File: src/rtl/bcd_seq_converter_if.sv
// Valid/ready bundle between a binary producer and a BCD consumer.
// master: drives in_valid/binary_in/out_ready; slave: the converter.
interface bcd_seq_converter_if #(
   parameter int WIDTH  = 8,
   parameter int DIGITS = 3
);
   logic                  in_valid;
   logic                  in_ready;
   logic [WIDTH-1:0]      binary_in;
   logic                  out_valid;
   logic                  out_ready;
   logic [4*DIGITS-1:0]   bcd_out;
   logic                  busy;

   modport master (
      output in_valid,
      output binary_in,
      output out_ready,
      input  in_ready,
      input  out_valid,
      input  bcd_out,
      input  busy
   );

   modport slave (
      input  in_valid,
      input  binary_in,
      input  out_ready,
      output in_ready,
      output out_valid,
      output bcd_out,
      output busy
   );
endinterface

File: src/rtl/bcd_seq_converter.sv
// Sequential double-dabble binary-to-BCD converter, one shift per clock.
// Ports: clk, rst (async active-high), bus (slave side of the handshake).
module bcd_seq_converter #(
   parameter int WIDTH  = 8,
   parameter int DIGITS = 3
) (
   input  logic                 clk,
   input  logic                 rst,
   bcd_seq_converter_if.slave   bus
);
   localparam int BW = 4 * DIGITS;
   localparam int SW = BW + WIDTH;
   localparam int CW = $clog2(WIDTH + 1);
   localparam logic [CW-1:0] LAST = CW'(WIDTH);

   typedef enum logic [1:0] {
      IDLE,
      SHIFT,
      DONE
   } state_t;

   state_t           state_q;
   logic [SW-1:0]    scratch_q;
   logic [SW-1:0]    scratch_d;
   logic [CW-1:0]    cnt_q;
   logic [CW-1:0]    cnt_d;
   logic [BW-1:0]    bcd_q;
   logic [BW-1:0]    corr;
   logic             in_ready_q;
   logic             out_valid_q;
   logic             busy_q;

   // Add-3 on the pre-shift digits, then one shift of the whole scratch.
   // Digits are independent nibbles: a corrected digit is at most 12,
   // so no carry can cross into its neighbour.
   always_comb begin
      corr = scratch_q[SW-1:WIDTH];
      for (int d = 0; d < DIGITS; d++) begin
         if (corr[4*d +: 4] >= 4'd5) begin
            corr[4*d +: 4] = corr[4*d +: 4] + 4'd3;
         end
      end
      scratch_d = {corr, scratch_q[WIDTH-1:0]} << 1;
      cnt_d     = cnt_q + 1'b1;
   end

   always_ff @(posedge clk or posedge rst) begin
      if (rst) begin
         state_q     <= IDLE;
         scratch_q   <= '0;
         cnt_q       <= '0;
         bcd_q       <= '0;
         in_ready_q  <= 1'b1;
         out_valid_q <= 1'b0;
         busy_q      <= 1'b0;
      end else begin
         unique case (state_q)
            IDLE: begin
               if (bus.in_valid) begin
                  scratch_q  <= {{BW{1'b0}}, bus.binary_in};
                  cnt_q      <= '0;
                  state_q    <= SHIFT;
                  in_ready_q <= 1'b0;
                  busy_q     <= 1'b1;
               end
            end
            SHIFT: begin
               scratch_q <= scratch_d;
               cnt_q     <= cnt_d;
               if (cnt_d == LAST) begin
                  bcd_q       <= scratch_d[SW-1:WIDTH];
                  state_q     <= DONE;
                  out_valid_q <= 1'b1;
               end
            end
            DONE: begin
               if (bus.out_ready) begin
                  state_q     <= IDLE;
                  out_valid_q <= 1'b0;
                  busy_q      <= 1'b0;
                  in_ready_q  <= 1'b1;
               end
            end
            default: begin
               state_q     <= IDLE;
               in_ready_q  <= 1'b1;
               out_valid_q <= 1'b0;
               busy_q      <= 1'b0;
            end
         endcase
      end
   end

   assign bus.in_ready  = in_ready_q;
   assign bus.out_valid = out_valid_q;
   assign bus.busy      = busy_q;
   assign bus.bcd_out   = bcd_q;
endmodule
File: src/flat_wrapper.sv
// flat-port wrapper written by rule: the top's interface ports become plain ports
module bcd_seq_converter_flat 
#(
   parameter int WIDTH  = 8,
   parameter int DIGITS = 3
)
  (clk, rst, bus_in_valid, bus_binary_in, bus_out_ready, bus_in_ready, bus_out_valid, bus_bcd_out, bus_busy);
  bcd_seq_converter_if #(.WIDTH(WIDTH), .DIGITS(DIGITS)) bus_i ();
  input  logic clk;
  input  logic rst;
  input wire logic [$bits(bus_i.in_valid)-1:0] bus_in_valid;
  input wire logic [$bits(bus_i.binary_in)-1:0] bus_binary_in;
  input wire logic [$bits(bus_i.out_ready)-1:0] bus_out_ready;
  output wire logic [$bits(bus_i.in_ready)-1:0] bus_in_ready;
  output wire logic [$bits(bus_i.out_valid)-1:0] bus_out_valid;
  output wire logic [$bits(bus_i.bcd_out)-1:0] bus_bcd_out;
  output wire logic [$bits(bus_i.busy)-1:0] bus_busy;
  assign bus_i.in_valid = bus_in_valid;
  assign bus_i.binary_in = bus_binary_in;
  assign bus_i.out_ready = bus_out_ready;
  assign bus_in_ready = bus_i.in_ready;
  assign bus_out_valid = bus_i.out_valid;
  assign bus_bcd_out = bus_i.bcd_out;
  assign bus_busy = bus_i.busy;
  bcd_seq_converter #(.WIDTH(WIDTH), .DIGITS(DIGITS)) u_core (.clk(clk), .rst(rst), .bus(bus_i));
endmodule
File: config.mk
export PLATFORM = sky130hd
export DESIGN_NAME = bcd_seq_converter_flat
export DESIGN_NICKNAME = d
export VERILOG_FILES = /design/src/rtl/bcd_seq_converter_if.sv /design/src/rtl/bcd_seq_converter.sv /design/src/flat_wrapper.sv
export SDC_FILE = /design/constraint.sdc
export NUM_CORES = 1
export LEC_CHECK = 0
export CORE_MARGIN = 1.5
export CORE_UTILIZATION = 54
export CTS_BUF_LIST = sky130_fd_sc_hd__clkbuf_16
export CTS_CLUSTER_SIZE = 20
export DETAILED_ROUTE_END_ITERATION = 10
export GPL_TIMING_DRIVEN = 0
export HOLD_SLACK_MARGIN = 0.1
export PLACE_DENSITY = 0.9
export SYNTH_ARGS = -nofsm -noshare
export SYNTH_HDL_FRONTEND = slang
export SYNTH_SLANG_ARGS = --single-unit
File: constraint.sdc
create_clock -name clk -period 1.9 [get_ports clk]
set_clock_uncertainty 0.2 [all_clocks]
set_input_delay 0.57 -clock clk [delete_from_list [all_inputs] [get_ports clk]]
set_output_delay 0.57 -clock clk [all_outputs]
set_load 0.05 [all_outputs]
==> summary.md, run 1 <==
| Metric | Value |
|---|---|
| Outcome | finished clean |
| H-Tree Depth | 2 |
| Worst VDD drop | 0.8710 mV |
| Overflow after GRT | 0 |
| Area occupied by registers | 0.001028 mm2 |
| Finish-stage setup viols | 0 |
| Sw Share | 42.52% |
| CTS tree | yes |
| Synthesis warning total | 0 |
| Max-slew violations | 0 |
| Syn avg cell area | 10.12 um2 |
| Unrepaired setup endpoints after global routing | yes |
| Power per Cell Area | 1918 mW/mm2 |
| Post-CTS Repair Setup Buffers | 0 |
| CP delay by family, top | flip-flops |
| First-pass GRT wire length | 7396 um |
| # Max-Cap Violations | 0 |
| Ys async rst share | 100.0% |
| Cells after Synth | 198 |
| Top FF cell, synth | dfrtp_1 |
| Initial core utilization | 58.23% |
| Port bufs | 26 |
| Crit Reg-Reg Startpoint | u_core.scratch_q[8] |
| CP Depth | 1 |
| Final instance area | 0.002504 mm2 |
| Fmax | 541.7 MHz |
| Routability cong. | 0.7621 |
| Switching power | 2.042 mW |
| Distinct cells, synth | 35 |
| Post-synthesis sequential area ratio | 51.25% |
| Worst-path fanout max | 3 |
| Routed Antenna Nets | 0 |
| Root Driver | clkbuf_16 |
| DRC | 0 |
| Via Count | 1,594 |
| Min cycle time layout | 1.846 ns |
| Reg2Reg Setup Slack | 0.09 ns |
| Final net count | 250 |
| Inserted Clock Buffers | 5 |
| Clock share of power | 19.5% |
| Worst rel slew slack | 44.35% |
| CTS Sinks | 41 |
| Combinational group share of total power | 46.8% |
| Final hold violation count | 0 |
| Synthesized flop and latch total | 41 |
| Die Y | 63.93 um |
| Buf+Inv Stages, Crit Path | 1 |
| CP Launch Type | flop |
| Reg clk slew, reported paths | 0.06 ns |
| WL final | 4234 um |
| Crit path largest cell delay | 0.54 ns |
| Antenna cell count | 0 |
| Die Area | 0.004086 mm2 |
| Ports | 27 |
| Fillers | 268 |
| Crit path arrival time | 1.08 ns |
| Internal cell power | 2.761 mW |
| Crit-path cells | buf_2 |
| Vias/cell | 5.734 |
| Seq pwr share | 33.6% |
| Min-delay worst type | reg -> reg |
| Commonest non-fill, non-tap cell in the layout | dfrtp_1 |
| Dpl cell area | 0.002322 mm2 |
| Crit path capture | bus_in_ready |
| GRT Overall Usage | 23.25% |
| Die width | 63.93 um |
| # rows | 21 |
| Clk Latency, worst-skew pair | 0.28 ns |
| CP Capture Type | output pin |
| CP max-delay cell | dfstp_2 |
| Post-synth EDFFs | 0 |
| Vias in the first global route | 1,586 |
| Final cycle utilization of the critical path | 97.17% |
| Netlist Area Pre-Place | 0.002004 mm2 |
| Multi-input gate area | 930.9 um2 |
| Final Core Density | 72.74% |
| Most frequent cells in the layout | 39 x dfrtp_1, 33 x o21ai_0, 20 x nand2_1 |
| Critical path class | reg -> out |
| FF-to-FF path depth | 6 |
| Initial antenna violation count | 0 |
| Design Power | 4.802 mW |
| Worst-Margin Slew | 0.8335 ns |
| Fraction of layout cells with a size suffix above 1 | 20.69% |
| CTS max path bufs | 2 |
| Layout Area Growth over Synthesis | 24.91% |
| Largest net degree at the start of global routing | 42 |
| Leakage power | 1.101 nW |
| Hold_buf cts | 0 |
| Routed len/inst | 15.23 um |
| HPWL after detailed placement | 2774 um |
| Drt first pass iters | 4 |
| Core area | 0.003442 mm2 |
| Crit path required time | 1.13 ns |
| Worst R2R End | u_core.scratch_q[10] |
| Syn nets | 217 |
| Hold slack | 0.2805 ns |
| Starting DRT DRC Count | 86 |
| CP startpoint | u_core.bus.in_ready |
[stage by stage]
| stage | setup TNS, ns | instances | setup WS [ns] |
|---|---|---|---|
| floorplan | 0 | 198 | 0.1857 |
| global placement | -38.48 | 270 | -0.6701 |
| detailed placement | -11.31 | 270 | -0.5941 |
| CTS | 0 | 278 | 0.001143 |
| global route | -0.03858 | 278 | -0.03858 |
| finish | 0 | 278 | 0.05385 |
[worst reg2reg max path, cell delays in order, from the launching register on]
cell	delay (ns)
dfrtp_2	0.45
inv_1	0.07
ha_2	0.21
nand2b_1	0.10
a21oi_2	0.19
mux2_2	0.37
o21ai_0	0.14
[area by class of cell]
cell class              count  area share [%]
clock inverters             3           1.549
flip-flops and latches     41           41.08
well taps                  46           2.299
repair buffers             26           9.395
clock buffers               5           4.998
inverters                  10           1.499
plain buffers               9           1.999
multi-input cells         138           37.18
[registers in the layout, summed over array words and instances, names as in the netlist]
name                  flops
u_core.cnt_q              4
u_core.scratch_q         20
u_core.bus.busy           1
u_core.state_q            2
u_core.bus.out_valid      1
u_core.bus.in_ready       1
u_core.bus.bcd_out       12
[worst min-delay path by stage]
stage,from,to,depth (start not counted)
finish,u_core.bus.bcd_out[8],u_core.bus.bcd_out[8],2
global route,u_core.bus.bcd_out[6],u_core.bus.bcd_out[6],2
CTS,u_core.bus.bcd_out[8],u_core.bus.bcd_out[8],2
detailed placement,u_core.bus.bcd_out[8],u_core.bus.bcd_out[8],2
global placement,u_core.bus.bcd_out[8],u_core.bus.bcd_out[8],2
floorplan,u_core.cnt_q[3],u_core.cnt_q[3],1
[cells in the mapped netlist (4+ instances only)]
cell type  number  area [um2]
nor3b_1         4       30.03
a22o_1          5       43.79
nand2b_1        4       25.02
nor2b_1        10       62.56
dfrtp_1        40        1001
ha_1            7       87.58
mux2_2          5       56.30
inv_1          10       37.54
o21ai_0        33       165.2
clkbuf_1        4       15.01
nand2_1        20       75.07
a21oi_1        16       80.08
nor2_1          4       15.01
a22oi_1         7       52.55
[per-layer routing]
layer	vias up	track usage [%]	part of all wire, %
met5	-	0	0
met1	785	29.04	44
met4	0	8.967	1.8
met2	40	38.02	50
li1	761	-	-
met3	8	6.690	4.6
[kinds of logic (layout without fill, tap and decap cells)]
kind of cell    Yosys count  count (layout)  synth area share (%)
xor+xnor                  3               3                 1.311
buf+inv                  19              53                 4.307
flops                    41              41                 51.25
mux                       7               7                 4.307
simple gates             51              51                 13.05
compound gates           70              70                 21.41
fa+ha+maj                 7               7                 4.369
[what timing repair did]
item                       4_1_cts  5_1_grt
setup endpoints to repair       34       20
resized for setup               45       17
pin swaps                        0        2
[power groups by stage]
stage | Clock (mW) | Combinational [mW] | Sequential, mW
finish | 0.938 | 2.25 | 1.61
global route | 1.00 | 2.49 | 1.67
CTS | 0.952 | 2.22 | 1.59
detailed placement | 0 | 2.24 | 1.59
global placement | 0 | 2.17 | 1.57
floorplan | 0 | 1.18 | 2.02
Note: power is estimated with default switching activity, not from simulation.
==> inputs of run 2 (changes only) <==
CORE_ASPECT_RATIO = 1.5   (was default)
CORE_UTILIZATION = 31   (was 54)
PLACE_DENSITY = 0.61   (was 0.9)
==> summary.md, run 2 (synthesis results as in run 1) <==
| Metric | Value |
|---|---|
| Starting DRT DRC Count | 65 |
| CTS tree | yes |
| # rows | 35 |
| Final setup margin | 0.05386 ns |
| Reg clk slew, reported paths | 0.06 ns |
| Final net count | 251 |
| Antenna cell count | 0 |
| WL final | 4209 um |
| CP delay by family, top | flip-flops |
| DRC | 0 |
| Final Core Density | 40.75% |
| Initial antenna violation count | 0 |
| Fmax | 541.7 MHz |
| Overflow after GRT | 0 |
| # Max-Cap Violations | 0 |
| H-Tree Depth | 2 |
| Finish-stage setup viols | 0 |
| CP Launch Type | flop |
| Outcome | finished clean |
| Area occupied by registers | 0.001028 mm2 |
| FF-to-FF path depth | 5 |
| Worst-Margin Slew | 0.8554 ns |
| CTS max path bufs | 2 |
| Vias in the first global route | 1,515 |
| Ports | 27 |
| CP Capture Type | output pin |
| Critical path class | reg -> out |
| Met3 WL post-DR | 141 um |
| Die Area | 0.006967 mm2 |
| Crit path capture | bus_in_ready |
| GRT Overall Usage | 14.14% |
| Routed len/inst | 13.71 um |
| Multi-input gate area | 920.9 um2 |
| Design Power | 4.629 mW |
| Hold_buf cts | 0 |
| Wl on met1 | 1921 um |
| Power per Cell Area | 1840 mW/mm2 |
| Crit path arrival time | 1.08 ns |
| Min-delay worst type | reg -> reg |
| Uppermost routed layer | met4 |
| Setup slack at placement | -0.5975 ns |
| Unrepaired setup endpoints after global routing | yes |
| First-pass GRT wire length | 7362 um |
| Inserted Clock Buffers | 5 |
| Max reg flops | 20 |
| CP startpoint | u_core.bus.in_ready |
| Clk Latency, worst-skew pair | 0.28 ns |
| Fillers | 611 |
| CP Depth | 1 |
| Routed Antenna Nets | 0 |
| Worst rel slew slack | 42.89% |
| Commonest non-fill, non-tap cell in the layout | dfrtp_1 |
| Min cycle time layout | 1.846 ns |
| Most frequent cells in the layout | 39 x dfrtp_1, 32 x o21ai_0, 20 x nand2_1 |
| Met2 WL post-DR | 2090 um |
| Routability cong. | 0.8375 |
| CP max-delay cell | dfstp_2 |
| Worst VDD drop | 0.7049 mV |
| Worst R2R End | u_core.bus.bcd_out[5] |
| Reg2Reg Setup Slack | 0.11 ns |
| Worst-path fanout max | 3 |
| Vias/cell | 4.977 |
| Root Driver | clkbuf_16 |
| Initial core utilization | 32.46% |
| Final cycle utilization of the critical path | 97.17% |
| Leakage power | 1.096 nW |
| Drt first pass iters | 4 |
| Crit path required time | 1.13 ns |
| Via Count | 1,528 |
| Core area | 0.006175 mm2 |
| Die width | 68.66 um |
| Fraction of layout cells with a size suffix above 1 | 20.60% |
| Largest Register | u_core.scratch_q |
| Final hold violation count | 0 |
| HPWL after detailed placement | 2895 um |
| Crit-path cells | buf_2 |
| CTS Sinks | 41 |
| Die Y | 101.5 um |
| Crit Reg-Reg Startpoint | u_core.state_q[0] |
| Layout Area Growth over Synthesis | 25.53% |
| Port bufs | 26 |
| Largest net degree at the start of global routing | 42 |
| Buf+Inv Stages, Crit Path | 1 |
| Crit path largest cell delay | 0.53 ns |
| Max-slew violations | 0 |
[run 2: cell type report]
class | count | share of cell area, %
Sequential cell | 41 | 40.88
Timing Repair Buffer | 27 | 9.846
Tap cell | 74 | 3.680
Buffer | 9 | 1.989
Inverter | 10 | 1.492
Multi-Input combinational cell | 138 | 36.60
Clock buffer | 5 | 4.973
Clock inverter | 3 | 0.5470
[run 2: stage by stage]
stage / hold slack (ns) / cell area (um2) / instances / TNS, ns
after floorplan: 0.2587 / 2004 / 198 / 0
after global placement: 0.2615 / 2357 / 298 / -42.63
after detailed placement: 0.2692 / 2357 / 298 / -12.55
after CTS: 0.2830 / 2512 / 306 / 0
after global routing: 0.3139 / 2516 / 307 / -0.009326
final: 0.2749 / 2516 / 307 / 0
[run 2: report_power, final]
part           internal [mW]  switching (mW)
Clock                  0.477           0.339
Combinational          0.898            1.31
Sequential              1.26           0.344
Total                   2.63            2.00
[run 2: how the worst min path moves through the flow]
stage                                start                     end  depth (start not counted)
floorplan                  u_core.cnt_q[3]         u_core.cnt_q[3]                          1
global placement     u_core.bus.bcd_out[7]   u_core.bus.bcd_out[7]                          2
detailed placement   u_core.bus.bcd_out[7]   u_core.bus.bcd_out[7]                          2
CTS                  u_core.bus.bcd_out[7]   u_core.bus.bcd_out[7]                          2
global route        u_core.bus.bcd_out[10]  u_core.bus.bcd_out[10]                          2
finish               u_core.bus.bcd_out[7]   u_core.bus.bcd_out[7]                          2
[run 2: timing repair]
action | 4_1_cts | 5_1_grt
pin swaps | 0 | 2
setup endpoints to repair | 38 | 22
gates cloned | 0 | 0
buffers inserted | 0 | 1
resized for setup | 45 | 15
[run 2: routing by layer]
| layer | up-vias | GRT usage, % |
|---|---|---|
| met5 | - | 0 |
| met4 | 0 | 4.615 |
| met3 | 8 | 3.333 |
| met2 | 29 | 22.93 |
| met1 | 726 | 18.28 |
| li1 | 765 | - |
==> inputs of run 3 (changes only) <==
TNS_END_PERCENT = 10   (was default)
==> summary.md, run 3 (synthesis results as in run 1) <==
| Metric | Value |
|---|---|
| Vias in the first global route | 1,515 |
| Reg2Reg Setup Slack | 0.11 ns |
| CP delay by family, top | flip-flops |
| Unrepaired setup endpoints after global routing | yes |
| Largest net degree at the start of global routing | 42 |
| Via Count | 1,526 |
| Most frequent cells in the layout | 39 x dfrtp_1, 32 x o21ai_0, 20 x nand2_1 |
| Min cycle time layout | 1.846 ns |
| GRT Overall Usage | 14.14% |
| Routability cong. | 0.8375 |
| Clk Latency, worst-skew pair | 0.28 ns |
| CP Depth | 1 |
| Antenna cell count | 0 |
| Port bufs | 26 |
| Layout Area Growth over Synthesis | 25.47% |
| Dpl cell area | 0.002357 mm2 |
| DP Cell Count | 298 |
| Finish-stage setup viols | 0 |
| Inserted Clock Buffers | 5 |
| Worst-path fanout max | 3 |
| CTS max path bufs | 2 |
| Die Area | 0.006967 mm2 |
| Hold_buf cts | 0 |
| Final instance area | 0.002515 mm2 |
| Crit path required time | 1.13 ns |
| Routed len/inst | 13.73 um |
| Die width | 68.66 um |
| Final hold violation count | 0 |
| Outcome | finished clean |
| Drt first pass iters | 4 |
| Ports | 27 |
| Fmax | 541.7 MHz |
| WL final | 4215 um |
| Crit Reg-Reg Startpoint | u_core.state_q[0] |
| Core area | 0.006175 mm2 |
| Power per Cell Area | 1840 mW/mm2 |
| Final cycle utilization of the critical path | 97.16% |
| Worst VDD drop | 0.7049 mV |
| Worst rel slew slack | 42.88% |
| FF-to-FF path depth | 5 |
| # Max-Cap Violations | 0 |
| Hold slack | 0.2749 ns |
| CP Capture Type | output pin |
| Max-slew violations | 0 |
| Crit-path cells | buf_2 |
| Die Y | 101.5 um |
| Routed Antenna Nets | 0 |
| Starting DRT DRC Count | 67 |
| Crit path arrival time | 1.08 ns |
| H-Tree Depth | 2 |
| Root Driver | clkbuf_16 |
| Fraction of layout cells with a size suffix above 1 | 20.17% |
| Critical path class | reg -> out |
| CTS Sinks | 41 |
| Reg clk slew, reported paths | 0.06 ns |
| Worst R2R End | u_core.bus.bcd_out[5] |
| DRC | 0 |
| First-pass GRT wire length | 7362 um |
| Non-filler cells, final | 307 |
| Final setup margin | 0.05391 ns |
| Min-delay worst type | reg -> reg |
| Worst-Margin Slew | 0.8555 ns |
| Crit path largest cell delay | 0.53 ns |
| Commonest non-fill, non-tap cell in the layout | dfrtp_1 |
| # rows | 35 |
| Vias/cell | 4.971 |
| HPWL after detailed placement | 2895 um |
| Crit path capture | bus_in_ready |
| Initial core utilization | 32.46% |
| CP Launch Type | flop |
| Leakage power | 1.093 nW |
| Buf+Inv Stages, Crit Path | 1 |
| Final net count | 251 |
| Max reg flops | 20 |
| Largest Register | u_core.scratch_q |
| CP startpoint | u_core.bus.in_ready |
| CTS tree | yes |
| Initial antenna violation count | 0 |
| CP max-delay cell | dfstp_2 |
| Overflow after GRT | 0 |
| Setup slack at placement | -0.5975 ns |
run 3: cell types whose count changed in the layout (fill, tap and decap cells not counted):
cell,delta
clkbuf_2,-1
clkbuf_1,+1
run 3: cell type report:
cell class              count  area [um2]
fillers                   611        3660
flip-flops and latches     41        1028
inverters                  10       37.54
multi-input cells         138       920.9
clock inverters             3       13.76
repair buffers             27       247.7
well taps                  74       92.59
plain buffers               9       48.80
clock buffers               5       125.1
run 3: per-stage QoR:
stage,setup TNS (ns),total power [mW],util (%)
6_report,0,4.628,40.73
5_1_grt,-0.3073,5.009,40.73
4_1_cts,0,4.629,40.69
3_5_place_dp,-12.55,3.844,38.18
3_3_place_gp,-42.63,3.783,38.18
2_1_floorplan,0,3.199,-
run 3: routing by layer:
layer | vias up | track usage [%] | wire length, um
met2 | 29 | 22.93 | 2085
li1 | 764 | - | -
met5 | - | 0 | 0
met3 | 8 | 3.333 | 141
met4 | 0 | 4.615 | 56
met1 | 725 | 18.28 | 1932
run 3: worst register-to-register path: cells and delay by family (launching register included):
kind / cells / cell delay (ns)
AOI/OAI and AO/OA: 1 / 0.17
DFF: 1 / 0.49
buffers and inverters: 2 / 0.36
and+or+nand+nor: 1 / 0.17
muxes: 1 / 0.30
run 3: how the worst min path moves through the flow:
| stage | startpoint | to | slack [ns] | depth (start not counted) |
|---|---|---|---|---|
| after global routing | u_core.bus.bcd_out[10] | u_core.bus.bcd_out[10] | 0.31 | 2 |
| after global placement | u_core.bus.bcd_out[7] | u_core.bus.bcd_out[7] | 0.26 | 2 |
| after detailed placement | u_core.bus.bcd_out[7] | u_core.bus.bcd_out[7] | 0.27 | 2 |
| after CTS | u_core.bus.bcd_out[7] | u_core.bus.bcd_out[7] | 0.28 | 2 |
| final | u_core.bus.bcd_out[7] | u_core.bus.bcd_out[7] | 0.27 | 2 |
| after floorplan | u_core.cnt_q[3] | u_core.cnt_q[3] | 0.26 | 1 |
run 3: what timing repair did:
action | in CTS | in global routing
pin swaps | 0 | 2
endpoints found under the setup margin | 38 | 22
gates cloned | 0 | 0
buffers inserted | 0 | 1
gates resized for setup | 45 | 13
run 3: power by group:
| group | switching (mW) | internal (mW) | leakage (nW) |
|---|---|---|---|
| Sequential | 0.346 | 1.26 | 0.518 |
| Combinational | 1.31 | 0.895 | 0.500 |
| Clock | 0.339 | 0.477 | 0.0748 |
| Total | 2.00 | 2.63 | 1.09 |
